<file path="src/rtl/imem_boot_ctrl.sv">
// imem_boot_ctrl
// Boot-time loader for the word-addressed instruction memory. Receives a byte
// stream (16-bit little-endian word count N, then N little-endian 32-bit
// words), writes the words to consecutive memory words from address 0, keeps
// the core stalled while loading and then hands the memory address port back
// to the fetch-stage PC.
//
// Optional feature (macro IMEM_BOOT_CHECKSUM_EN): after the data, one extra
// byte must equal the 8-bit modular sum of all data bytes; a match runs the
// core, a mismatch latches the error state.
//
// Ports:
//   clk, reset          clock, asynchronous active-high reset
//   boot_bypass         skip loading, run preloaded memory (sampled in LEN_LO)
//   byte_valid/_data    loader byte stream; byte_ready = accept this cycle
//   fetch_addr          PC byte address, forwarded to imem_addr in RUN
//   imem_addr/_we/_wdata instruction memory port
//   cpu_stall           freezes PC and IF/ID until RUN
//   load_done           core running
//   load_err            sticky load error (length too large / bad checksum)
module imem_boot_ctrl #(
  parameter int DEPTH_WORDS = 256,
  parameter int ADDR_W      = 8
) (
  input  logic        clk,
  input  logic        reset,
  input  logic        boot_bypass,
  input  logic        byte_valid,
  input  logic [7:0]  byte_data,
  output logic        byte_ready,
  input  logic [31:0] fetch_addr,
  output logic [31:0] imem_addr,
  output logic        imem_we,
  output logic [31:0] imem_wdata,
  output logic        cpu_stall,
  output logic        load_done,
  output logic        load_err
);

`ifdef IMEM_BOOT_CHECKSUM_EN
  typedef enum logic [2:0] {
    LEN_LO = 3'd0, LEN_HI = 3'd1, DATA = 3'd2, RUN = 3'd3, ERR = 3'd4, CSUM = 3'd5
  } state_t;
  localparam state_t END_STATE = CSUM;
  logic [7:0] sum_r;
`else
  typedef enum logic [2:0] {
    LEN_LO = 3'd0, LEN_HI = 3'd1, DATA = 3'd2, RUN = 3'd3, ERR = 3'd4
  } state_t;
  localparam state_t END_STATE = RUN;
`endif

  state_t            state_r;
  state_t            state_next_s;
  logic [15:0]       len_r;
  logic [1:0]        byte_cnt_r;
  logic [31:0]       wdata_r;
  logic              we_r;
  logic [ADDR_W-1:0] word_idx_r;
  logic              xfer_s;
  logic              last_word_s;
  logic [15:0]       len_full_s;

  // Full word count as seen while the high length byte is on the bus.
  assign len_full_s  = {byte_data, len_r[7:0]};
  // True while the word being written is the final one of the load.
  assign last_word_s = (({{(17-ADDR_W){1'b0}}, word_idx_r} + 17'd1) == {1'b0, len_r});
  assign xfer_s      = byte_valid & byte_ready;
  assign imem_we     = we_r;
  assign imem_wdata  = wdata_r;

  // State register.
  always_ff @(posedge clk or posedge reset) begin
    if (reset) begin
      state_r <= LEN_LO;
    end else begin
      state_r <= state_next_s;
    end
  end

  // Next-state logic.
  always_comb begin
    state_next_s = state_r;
    case (state_r)
      LEN_LO: begin
        // Bypass wins over a byte presented in the same cycle.
        if (boot_bypass) begin
          state_next_s = RUN;
        end else if (xfer_s) begin
          state_next_s = LEN_HI;
        end else begin
          state_next_s = LEN_LO;
        end
      end
      LEN_HI: begin
        if (!xfer_s) begin
          state_next_s = LEN_HI;
        end else if (len_full_s == 16'd0) begin
          state_next_s = END_STATE;
        end else if ({1'b0, len_full_s} > 17'(DEPTH_WORDS)) begin
          state_next_s = ERR;
        end else begin
          state_next_s = DATA;
        end
      end
      DATA: begin
        if (we_r && last_word_s) begin
          state_next_s = END_STATE;
        end else begin
          state_next_s = DATA;
        end
      end
`ifdef IMEM_BOOT_CHECKSUM_EN
      CSUM: begin
        if (!xfer_s) begin
          state_next_s = CSUM;
        end else if (byte_data == sum_r) begin
          state_next_s = RUN;
        end else begin
          state_next_s = ERR;
        end
      end
`endif
      RUN:     state_next_s = RUN;
      ERR:     state_next_s = ERR;
      default: state_next_s = ERR;
    endcase
  end

  // Output decode and memory address mux.
  always_comb begin
    byte_ready = 1'b0;
    cpu_stall  = 1'b1;
    load_done  = 1'b0;
    load_err   = 1'b0;
    imem_addr  = {{(30-ADDR_W){1'b0}}, word_idx_r, 2'b00};
    case (state_r)
      LEN_LO: byte_ready = ~boot_bypass;  // a bypassed byte must not be consumed
      LEN_HI: byte_ready = 1'b1;
      DATA:   byte_ready = ~we_r;          // hold the loader off during the write cycle
`ifdef IMEM_BOOT_CHECKSUM_EN
      CSUM:   byte_ready = 1'b1;
`endif
      RUN: begin
        cpu_stall = 1'b0;
        load_done = 1'b1;
        imem_addr = fetch_addr;
      end
      ERR:     load_err = 1'b1;
      default: load_err = 1'b1;
    endcase
  end

  // Length capture, word assembly, write strobe and word index.
  always_ff @(posedge clk or posedge reset) begin
    if (reset) begin
      len_r      <= 16'd0;
      byte_cnt_r <= 2'd0;
      wdata_r    <= 32'd0;
      we_r       <= 1'b0;
      word_idx_r <= {ADDR_W{1'b0}};
`ifdef IMEM_BOOT_CHECKSUM_EN
      sum_r      <= 8'd0;
`endif
    end else begin
      we_r <= 1'b0;
      case (state_r)
        LEN_LO: begin
          if (xfer_s) len_r[7:0] <= byte_data;
        end
        LEN_HI: begin
          if (xfer_s) len_r[15:8] <= byte_data;
        end
        DATA: begin
          if (we_r) begin
            // Keep the index on the last word so it never passes DEPTH_WORDS-1.
            if (!last_word_s) word_idx_r <= word_idx_r + ADDR_W'(1);
          end else if (xfer_s) begin
            // Little-endian: each new byte enters at the top and slides down.
            wdata_r    <= {byte_data, wdata_r[31:8]};
            byte_cnt_r <= byte_cnt_r + 2'd1;
            if (byte_cnt_r == 2'd3) we_r <= 1'b1;
`ifdef IMEM_BOOT_CHECKSUM_EN
            sum_r      <= sum_r + byte_data;
`endif
          end
        end
        default: ;
      endcase
    end
  end

endmodule

</file>
<file path="config.mk">
export PLATFORM = sky130hd
export DESIGN_NAME = imem_boot_ctrl
export DESIGN_NICKNAME = d
export VERILOG_FILES = /design/src/rtl/imem_boot_ctrl.sv
export SDC_FILE = /design/constraint.sdc
export NUM_CORES = 1
export LEC_CHECK = 0
export BUFFER_PORTS_ARGS = -buffer_cell sky130_fd_sc_hd__buf_2
export CORE_MARGIN = 2
export CORE_UTILIZATION = 40
export DETAILED_ROUTE_END_ITERATION = 8
export GPL_TIMING_DRIVEN = 1
export PLACE_DENSITY_LB_ADDON = 0.25
export SYNTH_ARGS = -nofsm -noshare
export SYNTH_HDL_FRONTEND = slang
export SYNTH_SLANG_ARGS = --single-unit
</file>
<file path="constraint.sdc">
create_clock -name clk -period 2.6 [get_ports clk]
set_clock_uncertainty 0.1 [all_clocks]
set_input_delay 0.13 -clock clk [delete_from_list [all_inputs] [get_ports clk]]
set_output_delay 0.13 -clock clk [all_outputs]
set_load 0.01 [all_outputs]
</file>
==> impl_metrics.toml <==
[global_route]
grt_use_total_pct = 15.7
grt_pass1_wl_um = 10500
antenna_found_initial = 0
grt_pass1_vias = 2165
globalRouteOverflowTotal = 0
grt_max_degree = 63

[pwr]
ir_worst_vdd_mv = 0.317
p_sw_share_pct = 20.6
seqPwrFrac_pct = 51.3
cellLeakagePower_nw = 2.20
p_int_mw = 1.49
comb_power_share_pct = 3.7
powerDensity_nw_per_um2 = 474
p_clk_share_pct = 45.0
p_sw_mw = 0.388
total_power_mw = 1.88

[placed_design]
routabilityCongestion = 0.839
place_ws_ps = 111
io_buffers = 112
place_hpwl_um = 4570

[synthesis]
synth-seq-area-share_pct = 51.3
postSynthCellCount = 249
synth_area_um2 = 3030
async_flop_share_pct = 100
postSynthNetCount = 295
synth_edf_count = 0
syn_area_per_cell_um2 = 12.2
yosys_most_used_dff = "dfrtp_1"
yosys.cell_types.count = 39
synth.yosys.warnings = 0
ys_ff_latch = 62

[timing]
worst_pin_slew_ps = 755
timing.final.hold_violations = 0
setup_ws_ps = 162
tns_ps = 0
setup_viol_count_final = 0
finalCritPeriodShare_pct = 93.8
drv_slew = 0
period_needed_ps = 2440
relSlewSlack_pct = 49.6
fmaxAchievable_ghz = 0.410
rsz0062_at_grt = "no"

[cts]
clk_latency_ps = 330
clk_path_buf_depth = 2
clk_pin_slew_worst_paths_ps = 60
cts_buffers = 9
post-cts-setup-buffers = 0
cts_sinks = 62
htreeDepth = 3
cts_root_buf = "clkbuf_8"
cts_tree = "done"

[critical_path]
crit_path_max_incr_delay_ps = 600
crit_type = "flop to flop"
critical_path.max_fanout = 8
cp_slowest_cell = "or4_4"
critPathLaunchType = "flop"
arrival_ps = 2550
cpMostUsedCell = "or4_4"
path_cells = "or4_4 -> nor4_2 -> nand4_1 -> or4_4 -> nand2_4 -> mux2_4"
critPathRequiredTime_ps = 2710
end_kind = "flop"

[run]
cap_viol_max_count = 0

[floorplan]
pin_count = 113
chipWidth_um = 91.0
die_y_um = 91.0
num_rows = 31
initial_core_util_pct = 41.5
dieArea_um2 = 8280
fp.coreArea_um2 = 7290

[final_layout]
drive_gt1_share_pct = 53.7
diodes = 0
layout.nets = 417
final_common_cell = "buf_2"
layout-area-overhead-vs-synth_pct = 31.1
final_cell_mix = "buf_2, dfrtp_1, mux2_2, and2_1"

[drt]
wire_per_inst_um = 13.3
routed_via_density = 4.86
drt.antenna.violating_nets = 0
drc_errors = 0
drt-total-wl_um = 6310
firstDrtPassIters = 4
drt_iter0_drc = 143
vias = 2309

[worst_hold_path]
hp-class = "input port to flop"

[outcome]
outcome = "finished, final reports clean"
[worst paths after layout]
kind	end	from	cells after the start	slack, ps
min in group asynchronous	imem_we	reset	4	490
setup reg to reg	word_idx_r[1]	len_r[15]	6	160
hold reg to reg	byte_cnt_r[0]	byte_cnt_r[0]	1	390
setup / recovery	word_idx_r[1]	len_r[15]	6	160
max in group asynchronous	word_idx_r[0]	reset	4	1390
hold / removal	imem_wdata[29]	byte_data[5]	2	20
[flip-flops by register name, summed over array words and instances (netlist names)]
register and flops:
byte_cnt_r 2, imem_wdata 32, imem_we 1, len_r 16
state_r 3, word_idx_r 8
[kinds of logic after synthesis]
kind of cell | after synthesis | synth area share, %
AND/OR/NAND/NOR | 76 | 15.6
flip-flops | 62 | 51.3
multiplexers | 58 | 21.7
buffers and inverters | 21 | 3.10
XOR/XNOR | 16 | 4.63
AO/OA/AOI/OAI | 14 | 2.90
adder cells (fa/ha/maj) | 2 | 0.827
[critical path: cells and delay by family, from the launching register on]
| kind | cells | cell delay [ps] |
|---|---|---|
| flops | 1 | 390 |
| mux | 1 | 290 |
| simple gates | 5 | 1540 |
[synth_stat cells, types with 5 or more instances]
master    number  area share (%)
and2_1        24             5.0
clkbuf_1       7            0.87
dfrtp_1       62              51
inv_1          6            0.74
mux2_2        57              21
nand2_1        9             1.1
nand4_1        5             1.0
nor2_1         7            0.87
nor3_1         6            0.99
xnor2_1       11             3.2
xor2_1         5             1.4
[power by group through the flow]
| stage | Clock (mW) | Combinational [mW] | Sequential (mW) |
|---|---|---|---|
| after global placement | 0 | 0.0617 | 0.983 |
| after floorplan | 0 | 0.0178 | 0.983 |
| after CTS | 0.875 | 0.0715 | 0.964 |
| final | 0.847 | 0.0696 | 0.965 |
| after detailed placement | 0 | 0.0620 | 0.983 |
| after global routing | 0.919 | 0.0798 | 0.964 |
[timing repair]
item / 4_1_cts / 5_1_grt
gates resized for setup: 0 / 1
endpoints found under the hold margin: 80 / 0
hold buffers: 8 / 0
endpoints found under the setup margin: 0 / 1
[per-layer routing]
metal / up-vias / track usage (%) / share of wire [%]
met3: 6 / 4.90 / 6.8
met1: 1103 / 20.4 / 44
met4: 0 / 6.19 / 1.1
met5: - / 0 / 0
li1: 1125 / - / -
met2: 75 / 24.4 / 48
[area by class of cell]
class	instances	area (um^2)
inverters	6	22.5
clock inverters	3	42.5
well taps	99	124
multi-input cells	166	1380
clock buffers	13	159
repair buffers	126	686
flip-flops and latches	62	1550
fillers	673	3330
[stage by stage]
stage	hold WS (ps)	cells	cell area (um^2)	utilization, %
floorplan	180	249	3030	-
global placement	298	451	3680	50.5
detailed placement	296	451	3680	50.5
CTS	3.84	475	3970	54.4
global route	7.19	475	3970	54.4
finish	18.7	475	3970	54.4
Power figures use the tool's default switching activity.
